## config.mk

```make
export PLATFORM = sky130hd
export DESIGN_NAME = rgb_word_packer
export DESIGN_NICKNAME = d
export VERILOG_FILES = /design/src/rtl/rgb_pkg.sv /design/src/rtl/rgb_word_out_reg.sv /design/src/rtl/rgb_word_packer.sv
export SDC_FILE = /design/constraint.sdc
export NUM_CORES = 1
export LEC_CHECK = 0
export BUFFER_PORTS_ARGS = -buffer_cell sky130_fd_sc_hd__buf_2
export CORE_MARGIN = 1.5
export CORE_UTILIZATION = 25
export CTS_CLUSTER_SIZE = 16
export DETAILED_ROUTE_END_ITERATION = 10
export GPL_TIMING_DRIVEN = 0
export HOLD_SLACK_MARGIN = 0.06
export PLACE_DENSITY = 0.41
export REMOVE_ABC_BUFFERS = 1
export SLEW_MARGIN = 15
export SYNTH_ARGS = -nofsm -noshare
export SYNTH_HDL_FRONTEND = slang
export SYNTH_SLANG_ARGS = --single-unit
export TNS_END_PERCENT = 50
```

## constraint.sdc

```tcl
create_clock -name clk -period 6.3 [get_ports clk]
set_input_delay 0 -clock clk [delete_from_list [all_inputs] [get_ports clk]]
set_output_delay 0 -clock clk [all_outputs]
set_load 0.01 [all_outputs]
```

## src/rtl/rgb_pkg.sv

```systemverilog
// Shared pixel/word datatypes for the RGB packing stage.
//   word_t          32-bit bus word, byte 0 at [7:0]
//   pixel_t         24-bit pixel {R[23:16], G[15:8], B[7:0]}
//   packer_state_e  packer FSM states
package rgb_pkg;

  localparam int unsigned PIX_BYTES  = 3;
  localparam int unsigned WORD_BYTES = 4;

  typedef bit [31:0] word_t;

  typedef struct packed {
    bit [7:0] r;
    bit [7:0] g;
    bit [7:0] b;
  } pixel_t;

  typedef enum logic [0:0] {
    RUN   = 1'b0,
    FLUSH = 1'b1
  } packer_state_e;

  // Stream order is R, G, B, so R lands in the lowest byte.
  function automatic logic [23:0] pixel_to_stream(pixel_t p);
    return {p.b, p.g, p.r};
  endfunction

endpackage

```

## src/rtl/rgb_word_out_reg.sv

```systemverilog
// Output holding register for packed words. Contents stay stable while valid_o is high and
// ready_i is low; a load replaces the contents whenever the slot is free.
//   load_i/word_i/last_i/bytes_i  new word to hold (load_i only asserted when free_o)
//   ready_i                       downstream consumes the held word
//   free_o                        slot empty or being consumed this cycle
//   valid_o/word_o/last_o/bytes_o held word towards the consumer
module rgb_word_out_reg
  import rgb_pkg::*;
(
  input  logic        clk,
  input  logic        rst_n,
  input  logic        load_i,
  input  word_t       word_i,
  input  logic        last_i,
  input  logic [2:0]  bytes_i,
  input  logic        ready_i,
  output logic        free_o,
  output logic        valid_o,
  output word_t       word_o,
  output logic        last_o,
  output logic [2:0]  bytes_o
);

  logic       valid_q;
  word_t      word_q;
  logic       last_q;
  logic [2:0] bytes_q;

  assign free_o = !valid_q || ready_i;

  always_ff @(posedge clk or negedge rst_n) begin
    if (!rst_n) begin
      valid_q <= 1'b0;
      word_q  <= '0;
      last_q  <= 1'b0;
      bytes_q <= 3'd0;
    end else if (load_i) begin
      valid_q <= 1'b1;
      word_q  <= word_i;
      last_q  <= last_i;
      bytes_q <= bytes_i;
    end else if (ready_i) begin
      valid_q <= 1'b0;
    end
  end

  assign valid_o = valid_q;
  assign word_o  = word_q;
  assign last_o  = last_q;
  assign bytes_o = bytes_q;

endmodule

```

## src/rtl/rgb_word_packer.sv

```systemverilog
// Packs a stream of 24-bit RGB pixels densely into 32-bit words (4 pixels -> 3 words).
// in_last flushes any leftover bytes as a short final word.
//   clk, rst_n                      clock, async active-low reset
//   in_valid/in_ready/in_pixel/in_last   pixel input handshake
//   out_valid/out_ready/out_word/out_last/out_bytes  word output handshake
//   frame_words                     word count of the last completed frame (saturating)
module rgb_word_packer
  import rgb_pkg::*;
#(
  parameter int unsigned FRAME_CNT_W = 16
) (
  input  logic                   clk,
  input  logic                   rst_n,
  input  logic                   in_valid,
  output logic                   in_ready,
  input  logic [23:0]            in_pixel,
  input  logic                   in_last,
  output logic                   out_valid,
  input  logic                   out_ready,
  output logic [31:0]            out_word,
  output logic                   out_last,
  output logic [2:0]             out_bytes,
  output logic [FRAME_CNT_W-1:0] frame_words
);

  packer_state_e state_q, state_d;
  logic [23:0]   res_q, res_d;       // leftover bytes, oldest at [7:0], unused bytes zero
  logic [1:0]    res_cnt_q, res_cnt_d;

  logic          slot_free;
  logic          accept;
  logic          load;
  word_t         load_word;
  logic          load_last;
  logic [2:0]    load_bytes;
  logic [55:0]   merged;
  logic [2:0]    total;
  word_t         held_word;

  assign in_ready = (state_q == RUN) && slot_free;
  assign accept   = in_valid && in_ready;

  // Residue followed by the new pixel's bytes; at most 6 valid bytes.
  assign merged = {32'd0, res_q}
                | ({32'd0, pixel_to_stream(pixel_t'(in_pixel))} << {res_cnt_q, 3'b000});
  assign total  = {1'b0, res_cnt_q} + 3'(PIX_BYTES);

  always_comb begin
    state_d    = state_q;
    res_d      = res_q;
    res_cnt_d  = res_cnt_q;
    load       = 1'b0;
    load_word  = merged[31:0];
    load_last  = 1'b0;
    load_bytes = 3'(WORD_BYTES);
    unique case (state_q)
      RUN: begin
        if (accept) begin
          if (total >= 3'(WORD_BYTES)) begin
            load      = 1'b1;
            res_d     = merged[55:32];
            res_cnt_d = 2'(total - 3'(WORD_BYTES));
            if (in_last) begin
              if (total == 3'(WORD_BYTES)) load_last = 1'b1;
              else                         state_d   = FLUSH;
            end
          end else if (in_last) begin
            // Only reachable with an empty residue: single 3-byte last word.
            load       = 1'b1;
            load_last  = 1'b1;
            load_bytes = 3'(PIX_BYTES);
            res_d      = '0;
            res_cnt_d  = 2'd0;
          end else begin
            res_d     = merged[23:0];
            res_cnt_d = 2'(total);
          end
        end
      end
      FLUSH: begin
        if (slot_free) begin
          load       = 1'b1;
          load_word  = {8'h00, res_q};
          load_last  = 1'b1;
          load_bytes = {1'b0, res_cnt_q};
          res_d      = '0;
          res_cnt_d  = 2'd0;
          state_d    = RUN;
        end
      end
      default: state_d = RUN;
    endcase
  end

  always_ff @(posedge clk or negedge rst_n) begin
    if (!rst_n) begin
      state_q   <= RUN;
      res_q     <= '0;
      res_cnt_q <= 2'd0;
    end else begin
      state_q   <= state_d;
      res_q     <= res_d;
      res_cnt_q <= res_cnt_d;
    end
  end

  rgb_word_out_reg u_out_reg (
    .clk     (clk),
    .rst_n   (rst_n),
    .load_i  (load),
    .word_i  (load_word),
    .last_i  (load_last),
    .bytes_i (load_bytes),
    .ready_i (out_ready),
    .free_o  (slot_free),
    .valid_o (out_valid),
    .word_o  (held_word),
    .last_o  (out_last),
    .bytes_o (out_bytes)
  );

  assign out_word = held_word;

  // Frame word counter.
  logic [FRAME_CNT_W-1:0] word_cnt_q, word_cnt_d;
  logic [FRAME_CNT_W-1:0] frame_words_q, frame_words_d;
  logic [FRAME_CNT_W-1:0] cnt_inc;

  assign cnt_inc = (&word_cnt_q) ? word_cnt_q : word_cnt_q + 1'b1;

  always_comb begin
    word_cnt_d    = word_cnt_q;
    frame_words_d = frame_words_q;
    if (out_valid && out_ready) begin
      if (out_last) begin
        frame_words_d = cnt_inc;
        word_cnt_d    = '0;
      end else begin
        word_cnt_d = cnt_inc;
      end
    end
  end

  always_ff @(posedge clk or negedge rst_n) begin
    if (!rst_n) begin
      word_cnt_q    <= '0;
      frame_words_q <= '0;
    end else begin
      word_cnt_q    <= word_cnt_d;
      frame_words_q <= frame_words_d;
    end
  end

  assign frame_words = frame_words_q;

endmodule
```

==> flow_metrics.py <==
metrics = {
    "status": {
        "status": "completed",
    },
    "pwr": {
        "power_leakage_nw": 2.665,
        "peakVddDrop_v": 0.0001499,
        "cellPowerDensity_mw_per_mm2": 425.2,
    },
    "cells_and_area": {
        "seq_area_mm2": 0.002404,
        "drive_gt1_share_pct": 22.30,
        "num_antenna_cells": 0,
        "syn2layout_area_growth_pct": 22.54,
        "n_fill_cell": 2095,
        "nNetsFinal": 628,
        "multi_input_area_mm2": 0.002404,
    },
    "place": {
        "gp_congestion": 0.7993,
        "port_buffers": 82,
        "dp_hpwl_um": 10210,
    },
    "worst_hold_path": {
        "hold_depth": 3,
        "hp-class": "in2reg",
        "min_to": "u_out_reg.word_o[17]$_DFFE_PN0P_",
        "worstHoldStart": "in_pixel[9]",
    },
    "setup_path": {
        "reg2reg_from": "res_cnt_q[1]$_DFFE_PN0P_",
        "critPathCaptureType": "flip-flop",
        "worstPathMaxFanout": 23,
        "r2r_end": "u_out_reg.word_o[30]$_DFFE_PN0P_",
        "path_buf_inv": 1,
        "start_kind": "flip-flop",
        "crit_path_max_incr_delay_ns": 0.98,
        "crit_arrival_ns": 4.02,
        "r2r_cells": 6,
        "worst-r2r-setup-slack_ns": 2.49,
        "cp_top_family": "simple AND/OR/NAND/NOR gates",
        "crit_chain": "inv_1 -> ha_1 -> nand2b_1 -> nand4_1 -> a221oi_1 -> nor3_1",
        "required_ns": 6.52,
        "critical_path.slowest_cell": "dfrtp_1",
        "critPathKind": "reg2reg",
    },
    "clock_tree": {
        "clk_pin_slew_ns": 0.07,
        "cts.path.max_buffers": 2,
        "clkLatencyLatePin_ns": 0.35,
        "cts_tree": "yes",
        "numCtsBuffers": 9,
        "htreeDepth": 3,
        "cts_resized": 0,
        "cts_sinks": 96,
        "cts-root-buf": "clkbuf_16",
    },
    "timing": {
        "fin_tns_setup_ns": 0,
        "fin_skew_ns": 0.01166,
        "finalCritPeriodShare_pct": 60.40,
        "slew_violations": 0,
        "fmax_mhz": 262.8,
        "min_period_ns": 3.805,
        "worst_slew_pin_slew_ns": 1.144,
        "rsz0062_at_grt": "no",
        "setup_viol": 0,
        "relSlewSlack_pct": 23.29,
        "hold_slack_ns": 0.09257,
        "finalHoldViolCount": 0,
    },
    "global_routing": {
        "grt_antenna_before_repair": 0,
        "grt_pass1_vias": 4323,
        "grt_max_degree": 77,
        "grtUsageTotal_pct": 15.41,
        "grt-ovfl-total": 0,
        "grt_first_pass_wirelength_um": 24270,
    },
    "synth": {
        "ys_seq_elements": 96,
        "yosysWarnings": 0,
        "netlist_area_mm2": 0.005012,
        "synth.top_cell.area_share_pct": 47.93,
        "synth_cells": 516,
        "ys_async_sr_fraction_pct": 100.0,
        "yosysSeqAreaShare_pct": 47.93,
        "avgSynthCellArea_um2": 9.714,
        "synthTopCellsByArea": "dfrtp_1 (48%), o21ai_0 (5.1%), nand2_1 (3.8%), a21oi_1 (3.7%), mux2i_1 (3.2%)",
        "synthDistinctLibCells": 58,
        "synth_edf_count": 0,
        "yosysTopAreaCell": "dfrtp_1",
        "ys.flop_type": "dfrtp_1",
    },
    "floorplan": {
        "start_util_pct": 25.59,
        "core_mm2": 0.01959,
        "die-width_um": 144.6,
        "pin_count": 83,
        "die_area_mm2": 0.02091,
        "rows": 51,
        "die_y_um": 144.6,
    },
    "routing": {
        "drt_pass1_iterations": 5,
        "wl_per_cell_um": 17.63,
        "via_per_inst": 5.017,
        "drc": 0,
        "vias": 4345,
        "drtIter0Drc": 309,
        "drt-total-wl_um": 15270,
        "ant_nets": 0,
    },
    "run": {
        "maxCapViolations": 0,
    },
}
==> metrics by stage <==
step,power [W],area (µm²),utilization [%],worst slack (ns),instances
floorplan,0.001629,4833,-,3.477,480
global placement,0.002045,5575,28.46,2.330,827
detailed placement,0.002066,5634,28.76,2.244,829
CTS,0.002662,6141,31.35,2.250,866
global route,0.002824,6142,31.35,2.178,866
finish,0.002612,6142,31.35,2.495,866
==> cell usage in the layout (no fill, tap or decap), types with 3 or more instances in the layout <==
master	Yosys	final
dfrtp_1	96	95
mux2_2	13	13
or4_1	3	3
and3_1	7	7
a22oi_1	5	5
a221o_1	11	11
nor4_1	6	5
o21ai_0	51	51
nand3_1	13	13
a2bb2oi_1	6	6
nand4_1	4	4
a211oi_1	4	3
nand2b_1	3	3
buf_2	13	81
and2_1	3	3
a21oi_1	37	37
o21ai_1	3	3
a221oi_1	5	5
mux2i_1	16	16
o311ai_0	4	4
a31oi_1	10	10
nor3_1	14	14
nand2_1	51	51
o2bb2ai_1	7	7
o31ai_1	13	13
nor4_4	3	3
nor2_1	38	37
ha_1	3	3
nor2b_1	7	6
clkbuf_16	0	9
inv_1	11	11
o211ai_1	3	3
dlygate4sd3_1	0	21
==> routing by layer <==
| layer | global-route usage, % | wire length [µm] |
|---|---|---|
| met1 | 19.20 | 6943 |
| met2 | 25.91 | 7305 |
| met3 | 4.404 | 754 |
| met4 | 4.413 | 261 |
| met5 | 0 | 0 |
==> cells by family (layout without fill, tap and decap cells) <==
logic type | count (synthesis) | after routing | synth area share [%]
AOI/OAI and AO/OA | 171 | 171 | 22.39
and+or+nand+nor | 168 | 168 | 18.17
DFF | 96 | 96 | 47.93
buffers and inverters | 48 | 133 | 4.468
muxes | 29 | 29 | 6.116
adders and majority gates | 3 | 3 | 0.7490
xor gates and xnor gates | 1 | 1 | 0.1748
==> tightest hold or removal path: cells and delay by family <==
kind                   cells  cell delay, ns
buffers and inverters      1            0.12
AOI/OAI and AO/OA          2            0.28
==> synthesized netlist by cell type (all sizes together), types with 7 or more instances <==
master   number
a21oi        37
mux2i        16
o21ai        54
a221o        11
clkbuf       18
o31ai        13
nor2         39
o2bb2ai       7
mux2         13
nor3         15
and3          7
nor2b         7
a31oi        10
nor4          9
buf          18
dfrtp        96
nand4         7
nand3        14
inv          11
nand2        51
==> worst max path at each step <==
stage / start / to / slack (ns) / cells past startpoint
6_report: res_cnt_q[1]$_DFFE_PN0P_ / u_out_reg.word_o[30]$_DFFE_PN0P_ / 2.49 / 6
5_1_grt: res_cnt_q[1]$_DFFE_PN0P_ / u_out_reg.word_o[29]$_DFFE_PN0P_ / 2.18 / 6
4_1_cts: res_cnt_q[0]$_DFFE_PN0P_ / u_out_reg.word_o[30]$_DFFE_PN0P_ / 2.25 / 6
3_5_place_dp: res_cnt_q[0]$_DFFE_PN0P_ / u_out_reg.word_o[30]$_DFFE_PN0P_ / 2.24 / 6
3_3_place_gp: res_cnt_q[0]$_DFFE_PN0P_ / u_out_reg.word_o[29]$_DFFE_PN0P_ / 2.33 / 6
2_1_floorplan: res_cnt_q[0]$_DFFE_PN0P_ / res_q[0]$_DFFE_PN0P_ / 3.48 / 5
==> registers in the layout, indices dropped and copies added, names as in the netlist <==
name and cells:
u_out_reg.word_o 32, res_q 24, frame_words 16, word_cnt_q 16, u_out_reg.bytes_o 3, res_cnt_q 2, state_q 1, u_out_reg.last_o 1
u_out_reg.valid_o 1
==> area by class of cell <==
class | instances | area share, %
Sequential cell | 96 | 39.13
Multi-Input combinational cell | 372 | 39.13
Timing Repair Buffer | 105 | 10.78
Tap cell | 265 | 5.398
Clock buffer | 10 | 3.728
Clock inverter | 6 | 1.100
Inverter | 12 | 0.7333
==> repair_timing <==
| item | 4_1_cts | 5_1_grt |
|---|---|---|
| hold buffers | 21 | 0 |
| hold endpoints to repair | 130 | 0 |
| setup buffers | 0 | 0 |
==> power breakdown <==
part	internal, W	switching (W)
combinational	0.000409	0.000589
sequential	0.000834	0.000215
clock	0.000311	0.000255
(Power assumes the default switching activity.)
